===== src/rtl/adc_scan_ctrl.sv =====
`default_nettype none
// ============================================================================
// Module   : adc_scan_ctrl
// Purpose  : SPI scan controller for an 8-input, 12-bit serial ADC
//            (ADC128S022-style). The block divides the system clock down to
//            SCLK and walks the enabled channels in ascending order. It
//            accounts for the ADC's one-frame result latency and publishes
//            each result as a strobe and into a packed per-channel register.
//            Single-shot and continuous scan modes are supported.
// Revision : 1.0 - initial release
// ----------------------------------------------------------------------------
// Ports:
//   iCLK          in   1          system clock
//   iRST          in   1          asynchronous active-high reset
//   iGO           in   1          start request, honoured only when idle
//   iCONT         in   1          continuous mode (start and each scan end)
//   iCH_EN        in   NUM_CH     channel enable mask, latched on start
//   oCS           out  1          ADC chip select, active low
//   oSCLK         out  1          ADC serial clock, idles high
//   oDIN          out  1          command bit to ADC
//   iDOUT         in   1          data bit from ADC
//   oBUSY         out  1          high from accepted start until idle
//   oSAMPLE_STB   out  1          one-clock pulse, new result valid
//   oSAMPLE_CH    out  3          channel of the strobed result
//   oSAMPLE_DATA  out  12         strobed result
//   oSCAN_DONE    out  1          pulse when highest enabled channel stored
//   oADC_DATA     out  NUM_CH*12  latest result per channel, ch n at [n*12+:12]
// ============================================================================
module adc_scan_ctrl #(
  parameter int NUM_CH   = 8,
  parameter int SCLK_DIV = 2,
  parameter int GAP_HP   = 2
) (
  input  logic                   iCLK,
  input  logic                   iRST,
  input  logic                   iGO,
  input  logic                   iCONT,
  input  logic [NUM_CH-1:0]      iCH_EN,
  output logic                   oCS,
  output logic                   oSCLK,
  output logic                   oDIN,
  input  logic                   iDOUT,
  output logic                   oBUSY,
  output logic                   oSAMPLE_STB,
  output logic [2:0]             oSAMPLE_CH,
  output logic [11:0]            oSAMPLE_DATA,
  output logic                   oSCAN_DONE,
  output logic [NUM_CH*12-1:0]   oADC_DATA
);

  localparam int DIV_W = (SCLK_DIV > 1) ? $clog2(SCLK_DIV) : 1;
  localparam int HP_W  = ($clog2(GAP_HP) > 5) ? $clog2(GAP_HP) + 1 : 6;

  localparam logic [DIV_W-1:0] DIV_LAST   = DIV_W'(SCLK_DIV - 1);
  localparam logic [HP_W-1:0]  SHIFT_LAST = HP_W'(31);
  localparam logic [HP_W-1:0]  GAP_LAST   = HP_W'(GAP_HP - 1);

  typedef enum logic [1:0] {
    S_IDLE  = 2'd0,
    S_SETUP = 2'd1,
    S_SHIFT = 2'd2,
    S_GAP   = 2'd3
  } state_t;

  // Lowest set bit of a mask (0 if empty).
  function automatic logic [2:0] lowest(input logic [NUM_CH-1:0] m);
    lowest = 3'd0;
    for (int i = NUM_CH - 1; i >= 0; i--) begin
      if (m[i]) lowest = 3'(i);
    end
  endfunction

  // Highest set bit of a mask (0 if empty).
  function automatic logic [2:0] highest(input logic [NUM_CH-1:0] m);
    highest = 3'd0;
    for (int i = 0; i < NUM_CH; i++) begin
      if (m[i]) highest = 3'(i);
    end
  endfunction

  // {found, channel}: smallest enabled channel strictly above a.
  function automatic logic [3:0] next_above(input logic [NUM_CH-1:0] m,
                                            input logic [2:0] a);
    next_above = 4'd0;
    for (int i = NUM_CH - 1; i >= 0; i--) begin
      if (m[i] && (3'(i) > a)) next_above = {1'b1, 3'(i)};
    end
  endfunction

  state_t              state, next_state;
  logic [DIV_W-1:0]    div_cnt;
  logic [HP_W-1:0]     hp_cnt;
  logic                tick;
  logic                start, setup_end, shift_end, gap_end;

  logic                sclk, din;
  logic [15:0]         cmd_sr;
  // Only the last 12 of the 16 shifted bits form the result, so the
  // leading zero bits are simply shifted out of a 12-bit register.
  logic [11:0]         shreg;
  logic [NUM_CH-1:0]   mask;
  logic                cont;
  logic [2:0]          cur_addr;
  logic                cur_real;
  logic [2:0]          prev_addr;
  logic                pending;
  logic                sample_stb;
  logic [2:0]          sample_ch;
  logic [11:0]         sample_data;
  logic                scan_done;
  logic [NUM_CH*12-1:0] adc_data;

  logic [2:0]          low_ch, high_ch, start_ch;
  logic [3:0]          nxt;

  assign low_ch   = lowest(mask);
  assign high_ch  = highest(mask);
  assign start_ch = lowest(iCH_EN);
  assign nxt      = next_above(mask, cur_addr);

  assign tick = (state != S_IDLE) && (div_cnt == DIV_LAST);

  // State register
  always_ff @(posedge iCLK or posedge iRST) begin
    if (iRST) state <= S_IDLE;
    else      state <= next_state;
  end

  // Next-state and phase-event decode
  always_comb begin
    next_state = state;
    start      = 1'b0;
    setup_end  = 1'b0;
    shift_end  = 1'b0;
    gap_end    = 1'b0;
    case (state)
      S_IDLE: begin
        if (iGO && (|iCH_EN)) begin
          start      = 1'b1;
          next_state = S_SETUP;
        end
      end
      S_SETUP: begin
        if (tick) begin
          setup_end  = 1'b1;
          next_state = S_SHIFT;
        end
      end
      S_SHIFT: begin
        if (tick && (hp_cnt == SHIFT_LAST)) begin
          shift_end  = 1'b1;
          next_state = S_GAP;
        end
      end
      S_GAP: begin
        if (tick && (hp_cnt == GAP_LAST)) begin
          gap_end    = 1'b1;
          // A real frame always leaves a result pending, so another frame
          // (next channel, wrap or flush) follows; after a flush we stop.
          next_state = pending ? S_SETUP : S_IDLE;
        end
      end
      default: next_state = S_IDLE;
    endcase
  end

  // Datapath
  always_ff @(posedge iCLK or posedge iRST) begin
    if (iRST) begin
      div_cnt     <= '0;
      hp_cnt      <= '0;
      sclk        <= 1'b1;
      din         <= 1'b0;
      cmd_sr      <= '0;
      shreg       <= '0;
      mask        <= '0;
      cont        <= 1'b0;
      cur_addr    <= '0;
      cur_real    <= 1'b0;
      prev_addr   <= '0;
      pending     <= 1'b0;
      sample_stb  <= 1'b0;
      sample_ch   <= '0;
      sample_data <= '0;
      scan_done   <= 1'b0;
      adc_data    <= '0;
    end else begin
      sample_stb <= 1'b0;
      scan_done  <= 1'b0;

      if ((state == S_IDLE) || tick) div_cnt <= '0;
      else                           div_cnt <= div_cnt + 1'b1;

      // Half-period counter restarts at every phase change.
      if (state != next_state) hp_cnt <= '0;
      else if (tick)           hp_cnt <= hp_cnt + 1'b1;

      if (start) begin
        mask     <= iCH_EN;
        cont     <= iCONT;
        cur_addr <= start_ch;
        cur_real <= 1'b1;
        pending  <= 1'b0;
      end

      // First falling SCLK edge presents command bit 15.
      if (setup_end) begin
        sclk   <= 1'b0;
        din    <= 1'b0;
        cmd_sr <= {1'b0, cur_addr, 12'd0};
      end

      // Even half-period index ends with a rising edge (sample), odd
      // index ends with a falling edge (next command bit).
      if ((state == S_SHIFT) && tick && !shift_end) begin
        if (!hp_cnt[0]) begin
          sclk  <= 1'b1;
          shreg <= {shreg[10:0], iDOUT};
        end else begin
          sclk   <= 1'b0;
          din    <= cmd_sr[15];
          cmd_sr <= {cmd_sr[14:0], 1'b0};
        end
      end

      // The data clocked in during this frame answers the previous address.
      if (shift_end) begin
        din <= 1'b0;
        if (pending) begin
          sample_stb  <= 1'b1;
          sample_ch   <= prev_addr;
          sample_data <= shreg;
          scan_done   <= (prev_addr == high_ch);
          for (int n = 0; n < NUM_CH; n++) begin
            if (prev_addr == 3'(n)) adc_data[n*12 +: 12] <= shreg;
          end
        end
        pending   <= cur_real;
        prev_addr <= cur_addr;
      end

      if (gap_end && pending) begin
        if (nxt[3]) begin
          cur_addr <= nxt[2:0];
          cur_real <= 1'b1;
        end else if (cont && iCONT) begin
          cur_addr <= low_ch;
          cur_real <= 1'b1;
        end else begin
          // Flush frame: only collects the last result.
          cur_addr <= low_ch;
          cur_real <= 1'b0;
          cont     <= 1'b0;
        end
      end
    end
  end

  assign oCS          = !((state == S_SETUP) || (state == S_SHIFT));
  assign oSCLK        = sclk;
  assign oDIN         = din;
  assign oBUSY        = (state != S_IDLE);
  assign oSAMPLE_STB  = sample_stb;
  assign oSAMPLE_CH   = sample_ch;
  assign oSAMPLE_DATA = sample_data;
  assign oSCAN_DONE   = scan_done;
  assign oADC_DATA    = adc_data;

endmodule
`default_nettype wire


===== config.mk =====
export PLATFORM = sky130hd
export DESIGN_NAME = adc_scan_ctrl
export DESIGN_NICKNAME = d
export VERILOG_FILES = /design/src/rtl/adc_scan_ctrl.sv
export SDC_FILE = /design/constraint.sdc
export NUM_CORES = 1
export LEC_CHECK = 0
export CORE_MARGIN = 2
export CORE_UTILIZATION = 48
export DETAILED_ROUTE_END_ITERATION = 12
export DONT_BUFFER_PORTS = 1
export PLACE_DENSITY = 0.68
export SYNTH_ARGS = -nofsm -noshare
export SYNTH_HDL_FRONTEND = slang
export SYNTH_SLANG_ARGS = --single-unit

===== constraint.sdc =====
create_clock -name iCLK -period 18.1 [get_ports iCLK]
set_input_delay 4.525 -clock iCLK [delete_from_list [all_inputs] [get_ports iCLK]]
set_output_delay 4.525 -clock iCLK [all_outputs]
set_load 0.05 [all_outputs]

==> results of run 1 <==
per-stage QoR:
stage                     hold slack, ns  worst slack [ns]  std cells
after floorplan                   0.4305             9.002        586
after global placement            0.4430             11.90        738
after detailed placement          0.4508             11.84        738
after CTS                         0.4668             11.84        770
after global routing              0.5010             11.74        770
final                             0.4636             11.86        770
logic make-up after synthesis:
| logic type | after synthesis | synth area share (%) |
|---|---|---|
| muxes | 117 | 18.87 |
| DFF | 169 | 59.01 |
| and+or+nand+nor | 175 | 11.85 |
| xor gates and xnor gates | 6 | 0.7330 |
| adders and majority gates | 6 | 1.047 |
| buffers and inverters | 48 | 2.844 |
| AOI/OAI and AO/OA | 65 | 5.655 |
where the power goes:
group / leakage, uW / switching (uW) / internal, uW / total, uW
clock network: 0.000298 / 154 / 214 / 369
logic: 0.00139 / 7.64 / 1.90 / 9.55
registers: 0.00229 / 4.96 / 379 / 384
total: 0.00398 / 167 / 595 / 762
registers in the layout (all words and copies together) (netlist names):
name and cells:
cmd_sr 16, cont 1, cur_addr 3, cur_real 1, div_cnt 1, hp_cnt 6, mask 8, oADC_DATA 96
oDIN 1, oSAMPLE_CH 3, oSAMPLE_DATA 12, oSAMPLE_STB 1, oSCAN_DONE 1, oSCLK 1, pending 1, prev_addr 3
shreg 12, state 2
layout by cell type, fill, tap and decap left out, types with 3 or more instances in the layout:
cell / count
sky130_fd_sc_hd__dfrtp_1: 168
sky130_fd_sc_hd__mux2_2: 105
sky130_fd_sc_hd__nand2_1: 92
sky130_fd_sc_hd__nor2_1: 28
sky130_fd_sc_hd__a21oi_1: 21
sky130_fd_sc_hd__o21ai_0: 17
sky130_fd_sc_hd__clkbuf_16: 17
sky130_fd_sc_hd__nand3_1: 14
sky130_fd_sc_hd__mux2_4: 10
sky130_fd_sc_hd__inv_1: 10
sky130_fd_sc_hd__inv_6: 7
sky130_fd_sc_hd__xnor2_1: 6
sky130_fd_sc_hd__ha_1: 6
sky130_fd_sc_hd__nand4_1: 4
sky130_fd_sc_hd__nor4_1: 4
sky130_fd_sc_hd__nor3_1: 4
sky130_fd_sc_hd__nor2b_1: 4
sky130_fd_sc_hd__buf_4: 4
sky130_fd_sc_hd__nand2b_1: 3
sky130_fd_sc_hd__a31oi_1: 3
sky130_fd_sc_hd__and3_1: 3
worst max-delay path by stage:
stage | start | endpoint | slack [ns] | cells after the start
after floorplan | iRST | cmd_sr[0] | 9.00 | 1
after global placement | iCH_EN[0] | hp_cnt[1] | 11.90 | 5
after detailed placement | iCH_EN[7] | hp_cnt[1] | 11.84 | 5
after CTS | state[1] | oBUSY | 11.84 | 3
after global routing | state[1] | oBUSY | 11.74 | 3
final | state[1] | oBUSY | 11.86 | 3
routing by layer:
metal	wire length [microns]	up-vias	part of all wire [%]
met4	205	0	1.4
met1	6683	2224	44
met2	7068	164	47
met3	1224	21	8.1
met5	0	-	0
li1	-	2007	-
area by class of cell:
type                       instances  area (sq um)
sequential                       169          4230
timing repair buffer               4         30.03
clock inverter                    13         153.9
fill                            1164          6688
clock buffer                      19         452.9
multi-input combinational        369          2753
inverter                          12         51.30
tap                              184         230.2
worst max-delay path, cell delays in order, from the launching register on:
cell,delay (ns)
sky130_fd_sc_hd__dfrtp_1,0.44
sky130_fd_sc_hd__inv_1,0.16
sky130_fd_sc_hd__ha_1,0.39
sky130_fd_sc_hd__inv_1,0.31
==> results.md, run 1 <==
Outcome:
- The flow ran to the end, and the final reports show no timing, DRC or antenna violations.

Global routing:
- Entering global routing, the biggest net connects 104 pins.
- The initial antenna violation count came to 0.
- Global routing consumed, on the met2 layer, 30.33% of the routing resources.
- Global routing used 20.11% of the available tracks across all layers.
- The total congestion overflow is 0.
- The most used routing layer is met2.
- The met3 capacity usage during global routing is 6.967%.
- The first global-routing pass estimated 24,870 microns of wire.
- The via count of the first global-routing pass is 4,377.
- For this run, global-route usage on met1 was measured as 27.16%.

Synthesis:
- The area of the mapped netlist is 7169 sq um.
- The number of warnings reported in the yosys synthesis log is 0.
- The gate count after technology mapping is between 500 and 600.
- The number of nets in the synthesized netlist is 605.
- The post-synthesis register bit count is 169.
- The sequential cell area fraction in the yosys report is between 50% and 60%.
- The number of enable-type register cells in the synthesized netlist is 0.
- The post-synthesis async set-or-reset flop share is 100.0%.
- After synthesis, the netlist uses 61 different library cells.
- The most frequently used cell type in the post-synthesis netlist is sky130_fd_sc_hd__dfrtp_1.
- After synthesis, the cell types taking the most area are sky130_fd_sc_hd__dfrtp_1 (59%), sky130_fd_sc_hd__mux2_2 (16%), sky130_fd_sc_hd__nand2_1 (4.8%).
- The dominant synthesized flop cell is sky130_fd_sc_hd__dfrtp_1.
- The average size of a mapped cell is 12.23 sq um.
- The commonest cells after synthesis are sky130_fd_sc_hd__dfrtp_1 (168), sky130_fd_sc_hd__mux2_2 (105), sky130_fd_sc_hd__nand2_1 (92), sky130_fd_sc_hd__nor2_1 (28), sky130_fd_sc_hd__clkbuf_1 (25).
- sky130_fd_sc_hd__dfrtp_1 takes more of the synthesized area than any other cell.
- The synthesized design devotes to its leading area cell type approximately three fifths of total area.

Finish:
- The area growth from synthesis to layout is 10.21%.
- The finished cells cover 7901 sq um.
- Cells fill 54.16% of the core in the end.
- The repair_antennas step left the layout with diodes totalling 0.
- The share of layout cells above drive strength 1 is roughly 28%.
- The count of nets after finishing is 592.

Critical path:
- The kind of critical path is reg2out.
- The critical path arrival is 1.72 ns.
- Setup slack on the worst reg-to-reg path comes out at 14.47 ns.
- The kind of launch point of the worst setup path is a flop.
- Along the worst path, the maximum fanout reaches 11.
- The critical path required time is 13.57 ns.
- Counting cells, the worst reg-to-reg path comes to 8.
- The worst register-to-register path ends at oADC_DATA[64].
- The startpoint of the most critical register-to-register path is state[0].
- STA classifies the critical path endpoint as a primary output.

Drt:
- Dividing the detail-routed via count by the number of cells gives 5.735.
- For this block, the routed nets add up to around 15,000 microns of wire.
- The pre-antenna-repair detailed-routing pass consisted of 5 iterations.
- The detail route stage leaves a number of antenna-violating nets equal to 0.
- After detailed routing, the average wire length per cell comes to 19.72 microns.
- The routed layout has around 4,400 vias.
- After detailed routing, the number of remaining DRC violations is 0.
- For this block, the initial DRC count from the detailed router was 335.

Placed design:
- The routability congestion estimate is 0.8733.
- The placed instances occupy a cell area of 7295 sq um.
- Buffers placed on the I/O ports in this run total 0.
- The estimated wirelength of the detail-placed design is about 10,000 microns.

STA:
- Dividing the final minimum period by the clock period gives 34.49%.
- The setup TNS after final layout is 0 ns.
- Setup violations remaining at the end of the flow were counted as 0.
- The count of pins over their slew limit is 0.
- At the pin with the least slew margin, the transition time is 1.046 ns.
- The number of hold-slack violations in the final timing report was 0.
- The fmax is 160.2 MHz.
- The time the final worst path needs with I/O delays and setup is 6.243 ns.
- Setup repair after global routing left no endpoint under its margin.
- The worst clock skew is around 0.012 ns.
- The worst pin sits at a relative slew slack of 29.72%.

Worst hold path:
- The worst hold path was traced through 2 stages.
- The launch instance of the worst min-delay path is cmd_sr[0].
- The worst min-delay path endpoint is cmd_sr[1].
- In this run the worst hold path is classified as reg2reg.

Die:
- For this configuration, the core starts out at a cell density of 49.14%.
- The area of the core is about 15,000 sq um.
- The width of the chip is 126.2 microns.
- The initialized floorplan defines 44 standard-cell rows.
- The die area is 15,930 sq um.
- The total I/O pin count is 130.
- The die outline height is between 100 and 150 microns.

Power and ir drop:
- For this design the static power due to leakage is 0.003983 uW.
- Overall power consumption after layout is estimated at approximately 760 uW.
- The peak supply drop is about 0.07 mV.
- The total power per unit cell area is 96.45 nW/um^2.

CTS:
- The clock network latency to the later pin of the worst-skew pair is roughly 0.43 ns.
- After clock tree synthesis, the setup repair step added 0 buffers.
- In this run, CTS created clock tree buffers numbering 17.
- The number of sinks driven by the clock tree is 169.
- The CTS tree is done.
- The cts-stage hold buffer count is 0.
- After clock tree synthesis, the clock-pin slew on the worst setup and hold paths is 0.06 ns.
- The post-cts gate resize count is 0.
- The maximum level of the CTS H-tree is 4.
- No sink is reached through more buffers than the 2 on the longest clock path.
- The clock root buffer master is sky130_fd_sc_hd__clkbuf_16.

Run:
- Across the run, the number of max-cap violations was 0.
(Power assumes the default switching activity.)
==> run 2: changes to the inputs <==
clock period = 6.3 ns   (was 18.1 ns; I/O delays follow)
==> results.md, run 2 (synthesis results as in run 1) <==
Global routing:
- The via count of the first global-routing pass came to 4,385 (+0.18%).
- The total congestion overflow is 0 (unchanged).
- The first-pass GRT wire length was 24,760 microns (-0.44%).
- The pin count of the biggest net entering global routing was 119 (+14%).
- The initial antenna violation count is 0 (unchanged).
- The total track usage came to 19.89% (-0.22 points).

Critical path:
- The setup slack of the most critical reg-to-reg path is 2.74 ns (-11.73 ns).
- The setup path with the least slack is of type reg2reg.
- The reg-to-reg critical path endpoint is oADC_DATA[95].
- The maximum fanout along the worst path is 21 (+10).
- The depth of the most critical reg-to-reg path is 8 (unchanged).
- The critical path arrival is 3.87 ns (+2.15 ns).
- The kind of launch point of the worst setup path is a flop.
- The critical path required time is 6.61 ns (-6.96 ns).
- The startpoint of the most critical register-to-register path is state[1].
- STA classifies the critical path endpoint as a flop.

STA:
- The number of hold-slack violations in the final timing report is 0 (unchanged).
- The post-route worst setup slack came to 2.740 ns (-9.116 ns).
- The total setup violations reported at the end of the flow is 0 (unchanged).
- Based on the critical path, the design can be clocked at up to 280.9 MHz.
- The count of pins over their slew limit was 0 (unchanged).
- The share of the clock period used by the worst path after layout is 56.50%.
- The slew at the pin closest to its max-slew limit is 1.232 ns (+0.1860 ns).
- The tightest slew margin relative to the limit was 17.40% (-12 points).
- The worst clock skew is 0.009476 ns (-0.002281 ns).
- Setup repair after global routing left no endpoint under its margin.
- Subtracting the final worst setup slack from the clock period gives 3.560 ns.
- The setup TNS after final layout came to 0 ns (unchanged).

Drt:
- The number of vias per cell is 5.791 (+0.97%).
- The overall routed net length is 15,280 microns (+0.66%).
- The number of iterations in the first detailed-routing pass came to 5 (unchanged).
- The number of nets with antenna violations after routing is 0 (unchanged).
- The routed wire length per instance was 19.87 microns (+0.79%).
- The number of remaining DRC errors is 0 (unchanged).
- The total via count in the routed design is 4,453 (+0.84%).
- The DRC marker count from the first detailed-route iteration is 315 (-6.0%).

Worst hold path:
- The cell depth of the worst hold path is 2 (unchanged).
- The worst min-delay path endpoint is cmd_sr[2].
- The worst hold path class is reg2reg.
- In this run the most critical hold path is launched from cmd_sr[1].

Finish:
- The count of nets after finishing is 591 (-0.17%).
- In the layout the commonest cells are sky130_fd_sc_hd__dfrtp_1 (168), sky130_fd_sc_hd__mux2_2 (105), sky130_fd_sc_hd__nand2_1 (92), sky130_fd_sc_hd__nor2_1 (28), sky130_fd_sc_hd__a21oi_1 (21).
- The count of antenna diodes in the layout is 0 (unchanged).
- The number of flip-flops in the largest register came to 96 (unchanged).
- The most common library cell in the layout ignoring fill and taps is sky130_fd_sc_hd__dfrtp_1.
- The core occupancy in the finished layout is 54.01% (-0.15 points).
- The synthesis-to-finish area growth is 9.895%.
- The share of layout cells above drive strength 1 is 27.86% (-0.12 points).

Die:
- The initial standard-cell utilization of the core is 49.14% (unchanged).
- The total I/O pin count came to 130 (unchanged).
- The number of placement rows is 44 (unchanged).
- The die area is 15,930 sq um (unchanged).
- The area of the core came to 14,590 sq um (unchanged).
- The width of the chip is 126.2 microns (unchanged).
- The die outline height is 126.2 microns (unchanged).

CTS:
- The number of buffers between clock root and the deepest sink was 2 (unchanged).
- The buffers inserted during post-CTS setup optimization is 0 (unchanged).
- The maximum level of the CTS H-tree was 4 (unchanged).
- The clock-pin slew on the worst setup and hold paths is 0.07 ns (about the same).
- The cell sitting at the root of the clock tree is a sky130_fd_sc_hd__clkbuf_16.
- The cts-stage hold buffer count is 0 (unchanged).
- The number of sinks driven by the clock tree is 169 (unchanged).
- The clock network latency to the later pin of the worst-skew pair is 0.43 ns (about the same).
- The total CTS buffers came to 17 (unchanged).
- The post-cts gate resize count is 0 (unchanged).
- The CTS tree is done.

Power and ir drop:
- The peak supply drop was 0.1970 mV (+190%).
- The total power per unit cell area is 274.3 nW/um^2 (+180%).
- The reported leakage power is 0.003966 uW (-0.43%).

Placed design:
- The number of port buffers is 0 (unchanged).
- The post-placement worst setup slack is 2.748 ns (-9.095 ns).
- The routability congestion estimate is 0.8796 (+0.72%).
- The estimated wirelength of the detail-placed design came to 10,440 microns (+2.5%).

Outcome:
- The run finished with clean final reports.

Run:
- The max-cap violation count is 0 (unchanged).
==> run 2: cell types whose count changed in the layout (fill, tap and decap cells not counted), sizes merged <==
cell	before	now
clkinvlp	1	2
clkinv	4	8
buf	4	3
inv	18	15
clkbuf	19	17
==> run 2: layout make-up <==
class | instances | area (sq um)
Clock buffer | 17 | 425.4
Fill cell | 1211 | 6710
Tap cell | 184 | 230.2
Multi-Input combinational cell | 369 | 2753
Timing Repair Buffer | 3 | 22.52
Sequential cell | 169 | 4230
Inverter | 12 | 51.30
Clock inverter | 15 | 166.4
==> run 2: worst max-delay path by stage <==
stage                        start       endpoint  depth (start not counted)
after floorplan               iRST      cmd_sr[0]                          1
after global routing      state[1]  oADC_DATA[87]                          8
final                     state[1]  oADC_DATA[95]                          8
after global placement    state[1]  oADC_DATA[61]                          8
after CTS                 state[1]  oADC_DATA[94]                          8
after detailed placement  state[1]  oADC_DATA[87]                          8
==> run 2: routing by layer <==
layer / GRT usage (%) / routed length [microns]
met1: 25.25 / 6383
met2: 31.34 / 7369
met3: 7.264 / 1277
met4: 7.563 / 251
met5: 0 / 0
==> run 2: critical path, stage by stage (launching register included) <==
cell and delay, ns:
sky130_fd_sc_hd__dfrtp_1 0.44, sky130_fd_sc_hd__inv_1 0.15, sky130_fd_sc_hd__ha_1 0.33, sky130_fd_sc_hd__nand3b_1 0.30, sky130_fd_sc_hd__nor3_4 0.41, sky130_fd_sc_hd__nand2_4 0.28
sky130_fd_sc_hd__clkinv_2 0.29, sky130_fd_sc_hd__nand4_1 0.69, sky130_fd_sc_hd__mux2_2 0.54
==> run 2: power by group <==
group	total [uW]	switching, uW	internal, uW
clock network	1030	441	590
logic	27.4	21.9	5.47
registers	1100	14.3	1090
total	2160	477	1680
==> run 2: stage by stage <==
| stage | cell area [sq um] | hold WS, ns | cells | total power (uW) |
|---|---|---|---|---|
| 6_report | 7879 | 0.4731 | 769 | 2162 |
| 3_3_place_gp | 7287 | 0.4450 | 737 | 1151 |
| 3_5_place_dp | 7287 | 0.4592 | 737 | 1153 |
| 5_1_grt | 7879 | 0.4992 | 769 | 2230 |
| 4_1_cts | 7879 | 0.4742 | 769 | 2184 |
| 2_1_floorplan | 7169 | 0.4305 | 586 | 1140 |
==> run 3: changes to the inputs <==
PLACE_DENSITY = 0.7   (was 0.68)
clock period = 2.9 ns   (was 6.3 ns; I/O delays follow)
==> results.md, run 3 (synthesis results as in run 1) <==
Finish:
- The count of nets after finishing is 607 (+2.7%).
- The area used by multi-input combinational logic is 2753 sq um (unchanged).
- The share of layout cells above drive strength 1 came to 29.67% (+1.8 points).
- The number of flip-flops in the largest register is 96 (unchanged).
- The final cell count without fillers came to 784 (+2.0%).
- The number of filler cells placed in the layout came to 1,189 (-1.8%).
- The count of antenna diodes in the layout is 0 (unchanged).
- The register cell area after layout is 4230 sq um (unchanged).
- Leaving out fill and tap cells, the most frequent cells in the layout are sky130_fd_sc_hd__dfrtp_1 (168), sky130_fd_sc_hd__mux2_2 (105), sky130_fd_sc_hd__nand2_1 (92), sky130_fd_sc_hd__nor2_1 (28), sky130_fd_sc_hd__a21oi_1 (21).
- The synthesis-to-finish area growth is 12.16%.
- The library cell used most frequently in the layout, excluding fill and tap cells, is sky130_fd_sc_hd__dfrtp_1.

CTS:
- The post-cts gate resize count is 0 (unchanged).
- The clock-pin slew on the worst setup and hold paths came to 0.06 ns (about the same).
- The total CTS buffers is 17 (unchanged).
- The buffers inserted during post-CTS setup optimization was 0 (unchanged).
- TritonCTS built the clock tree.
- The number of buffers between clock root and the deepest sink is 2 (unchanged).
- The number of sinks driven by the clock tree is 169 (unchanged).
- The cts-stage hold buffer count came to 0 (unchanged).
- The maximum level of the CTS H-tree is 4 (unchanged).
- The clock network latency to the later pin of the worst-skew pair came to 0.43 ns (about the same).
- The cell sitting at the root of the clock tree is a sky130_fd_sc_hd__clkbuf_16.

Critical path:
- The depth of the most critical reg-to-reg path came to 9 (+1).
- The stage delay of the slowest cell on the critical path is 0.48 ns (-0.21 ns).
- The signal on the critical path passes through inv_1, ha_1, nand3b_1, nor3_4, nand2_4, clkinv_2, nand2_1, or3_4, mux2_4.
- The maximum fanout along the worst path is 21 (unchanged).
- The type of element capturing the critical path is a flop.
- The worst setup path is launched from a flop.
- The slowest stage cell on the critical path is sky130_fd_sc_hd__or3_4.
- The kind of critical path is reg2reg.
- The critical path arrival is 2.94 ns (-0.93 ns).
- The setup slack of the most critical reg-to-reg path is 0.27 ns (-2.47 ns).
- The critical path required time was 3.21 ns (-3.40 ns).

Die:
- The die area came to 15,930 sq um (unchanged).
- The total I/O pin count is 130 (unchanged).
- The die outline height was 126.2 microns (unchanged).
- The width of the chip came to 126.2 microns (unchanged).
- The area of the core is 14,590 sq um (unchanged).
- The initial standard-cell utilization of the core is 49.14% (unchanged).
- The number of placement rows is 44 (unchanged).

STA:
- The fmax is 379.9 MHz (+35%).
- The worst clock skew is 0.01115 ns (+0.001671 ns).
- The count of pins over their slew limit is 0 (unchanged).
- The total setup violations reported at the end of the flow is 0 (unchanged).
- The tightest slew margin relative to the limit is 43.29% (+26 points).
- The slew at the pin closest to its max-slew limit is 0.8506 ns (-0.3817 ns).
- The share of the clock period used by the worst path after layout is 90.77% (+34 points).
- Setup repair after global routing left no endpoint under its margin.
- The number of hold-slack violations in the final timing report was 0 (unchanged).
- The setup TNS after final layout came to 0 ns (unchanged).
- The time the final worst path needs with I/O delays and setup came to 2.632 ns (-0.9274 ns).

Worst hold path:
- The worst hold path class is in2async.

Power and ir drop:
- The peak supply drop is 0.3891 mV (+98%).
- The total power per unit cell area is 595.7 nW/um^2 (+120%).
- The reported leakage power is 0.004060 uW (+2.4%).

Global routing:
- The initial antenna violation count was 0 (unchanged).
- The via count of the first global-routing pass was 4,724 (+7.7%).
- The first-pass GRT wire length was 25,850 microns (+4.4%).
- The total track usage came to 20.66% (+0.77 points).
- The total congestion overflow is 0 (unchanged).
- The pin count of the biggest net entering global routing is 104 (-13%).

Drt:
- The DRC marker count from the first detailed-route iteration was 246 (-22%).
- The total via count in the routed design is 4,506 (+1.2%).
- The number of remaining DRC errors came to 0 (unchanged).
- The number of vias per cell is 5.747 (-0.75%).
- The number of iterations in the first detailed-routing pass is 4 (-1).
- The number of nets with antenna violations after routing is 0 (unchanged).
- The overall routed net length is 15,620 microns (+2.2%).
- The routed wire length per instance is 19.92 microns (+0.24%).

Placed design:
- The number of port buffers is 0 (unchanged).
- The routability congestion estimate is 0.8564 (-2.6%).
- The estimated wirelength of the detail-placed design is 10,910 microns (+4.5%).
- The total placed cells including tap cells is 753 (+2.2%).

Run:
- The max-cap violation count was 0 (unchanged).

Outcome:
- The run finished with clean final reports.
-- run 3: worst paths after layout --
check                      startpoint       endpoint
max                          state[0]  oADC_DATA[56]
min                              iRST  oADC_DATA[92]
max reg2reg                  state[0]  oADC_DATA[56]
min reg2reg                 cmd_sr[0]      cmd_sr[1]
max in group asynchronous        iRST  oADC_DATA[34]
min in group iCLK           iCH_EN[2]        mask[2]
-- run 3: report_power, final --
part           total (uW)  switching (uW)  internal, uW
Clock                2330             959          1370
Sequential           2390            29.4          2370
Combinational        64.2            48.8          15.4
Total                4790            1040          3750
-- run 3: area by class of cell --
class                      count  area share, %
timing repair buffer          19          2.085
inverter                      12         0.6224
sequential                   169          52.61
clock buffer                  17          5.290
clock inverter                14          2.303
tap                          184          2.863
multi-input combinational    369          34.23
-- run 3: worst max-delay path: cells and delay by family, from the launching register on --
family,cells,cell delay (ns)
mux,1,0.34
flops,1,0.43
buf+inv,2,0.25
fa+ha+maj,1,0.29
simple gates,5,1.19
-- run 3: routing by layer --
| metal | vias to the layer above | track usage [%] | share of wire [%] |
|---|---|---|---|
| li1 | 2028 | - | - |
| met1 | 2299 | 25.31 | 41 |
| met2 | 152 | 33.84 | 50 |
| met5 | - | 0 | 0 |
| met4 | 0 | 7.886 | 1.8 |
| met3 | 27 | 7.179 | 7.9 |
-- run 3: through the flow --
step	hold slack [ns]	power, uW	setup slack (ns)	utilization [%]	instance area (sq um)
4_1_cts	0.3477	4853	0.2808	55.12	8041
6_report	0.3241	4790	0.2677	55.12	8041
5_1_grt	0.3459	4954	0.03536	55.12	8041
2_1_floorplan	0.4305	2478	0.02109	-	7173
3_5_place_dp	0.4529	2507	0.2987	50.93	7431
3_3_place_gp	0.4456	2504	0.4179	50.93	7431
==> variant: new RTL, config.mk and constraints of run 3 <==
Change the parameter `SCLK_DIV` from 2 to 1.
--- a/src/rtl/adc_scan_ctrl.sv
+++ b/src/rtl/adc_scan_ctrl.sv
@@ -28,7 +28,7 @@
 // ============================================================================
 module adc_scan_ctrl #(
   parameter int NUM_CH   = 8,
-  parameter int SCLK_DIV = 2,
+  parameter int SCLK_DIV = 1,
   parameter int GAP_HP   = 2
 ) (
   input  logic                   iCLK,
Function: changed (a bounded check fails within 4 cycles, from zero or initial values and one cycle with iRST high).
==> variant against run 3 <==
Sequential cell count unchanged; critical path depth unchanged; global-route usage down 0.91 points; wire length down 2.5%; setup slack worse by 150 ps; sequential share of layout area up 0.79 points; design area down 1.5%; synthesized area down 0.19%; core utilization down 0.61 points.
Power is not compared: it rests on default switching activity, and its combinational part moved more than twofold at a synthesized area within 25%.
==> variant: results (changes against run 3) <==
status=finished clean (unchanged); drt wl/cell=19.78 µm (was 19.92 µm); pre-CTS setup slack=101.0 ps (was 298.7 ps); Critical Path Fanout Max=12 (was 21); fraction of layout cells with a size suffix above 1=30.20% (was 29.67%); Synth Net Count=599 (was 605); arrival time at the worst endpoint=3100 ps (was 2940 ps); synth cell count leaders=168 x dfrtp_1, 103 x mux2_2, 89 x nand2_1, 27 x clkbuf_1, 25 x nor2_1 (was 168 x dfrtp_1, 105 x mux2_2, 92 x nand2_1, 28 x nor2_1, 25 x clkbuf_1); first-pass GRT wire length=24.41 mm (was 25.85 mm); FF-to-FF path depth=9 (unchanged); drt initial violations=287 (was 246); GRT Total Usage=19.75% (was 20.66%); Yosys cell types=65 (was 61); nets@finish=592 (was 607); gpl congestion=0.8272 (was 0.8564); Largest stage delay, worst path=460 ps (was 480 ps); clk_skew=9.220 ps (was 11.15 ps); Area contributors post-synth=dfrtp_1 59%, mux2_2 16%, nand2_1 4.7% (was dfrtp_1 59%, mux2_2 16%, nand2_1 4.8%); vias in the first global route=4,421 (was 4,724); largest net degree at the start of global routing=170 (was 104); slowest CP cell=or3_4 (unchanged); register area share after synthesis=59.12% (was 59.01%); Tightest Pin Transition=955.5 ps (was 850.6 ps); vias per cell=5.706 (was 5.747); hpwl dp=10.32 mm (was 10.91 mm)
[variant: changes by cell type in the layout (fill, tap and decap cells not counted), sizes merged, moves of 3 or more]
cell / change
a21oi: -9
buf: -6
nor4: -4
bufinv: -3
nor2: -3
nor2b: -3
nor3: +3
xor2: +3
[variant: per-layer routing]
layer / GRT usage (%) / part of all wire (%)
met2: 31.12 / 48
met4: 7.111 / 2.0
met1: 24.80 / 42
met5: 0 / 0
met3: 7.901 / 7.9
[variant: stage by stage]
step / cell area (µm²) / utilization, % / hold slack, ps / std cells
6_report: 7923 / 54.51 / 382.8 / 770
3_3_place_gp: 7331 / 50.44 / 444.4 / 738
2_1_floorplan: 7159 / - / 430.5 / 580
4_1_cts: 7914 / 54.45 / 407.7 / 770
5_1_grt: 7923 / 54.51 / 402.5 / 770
3_5_place_dp: 7331 / 50.44 / 455.3 / 738
[variant: worst paths after layout]
check	to	slack (ps)
setup / recovery	oADC_DATA[53]$_DFFE_PP0P_	120
hold / removal	oADC_DATA[85]$_DFFE_PP0P_	380
setup reg to reg	oADC_DATA[53]$_DFFE_PP0P_	120
hold reg to reg	cmd_sr[6]$_DFF_PP0_	470
max in group asynchronous	cmd_sr[3]$_DFF_PP0_	1780
min in group iCLK	cont$_DFF_PP0_	410
[variant: cell families (layout without fill, tap and decap cells)]
group,Yosys count,after routing,synth area share [%]
XOR/XNOR,7,7,0.8568
buffers and inverters,52,58,3.060
multiplexers,116,116,18.73
other,1,1,0.05241
flip-flops,169,169,59.12
AO/OA/AOI/OAI,60,60,5.735
adder cells (fa/ha/maj),6,6,1.049
AND/OR/NAND/NOR,169,169,11.40
[variant: power by group through the flow]
stage               Clock (mW)  Combinational [mW]  Sequential (mW)
finish                    2.20               0.992             2.84
global route              2.35                1.10             2.87
CTS                       2.24               0.982             2.84
detailed placement           0               0.971             2.88
global placement             0               0.928             2.86
floorplan                    0               0.897             2.70
[variant: worst reg2reg max path: cells and delay by family (launching register included)]
family | cells | cell delay, ps
buffers and inverters | 2 | 300
adder cells (fa/ha/maj) | 1 | 290
flip-flops | 1 | 440
AND/OR/NAND/NOR | 5 | 1300
multiplexers | 1 | 340
[variant: final cells by class]
type                            count  area (µm²)
Clock buffer                       19       452.9
Inverter                           13       53.80
Sequential cell                   169        4230
Timing Repair Buffer               13       110.1
Tap cell                          184       230.2
Multi-Input combinational cell    359        2715
Clock inverter                     13       130.1
Fill cell                        1240        6611
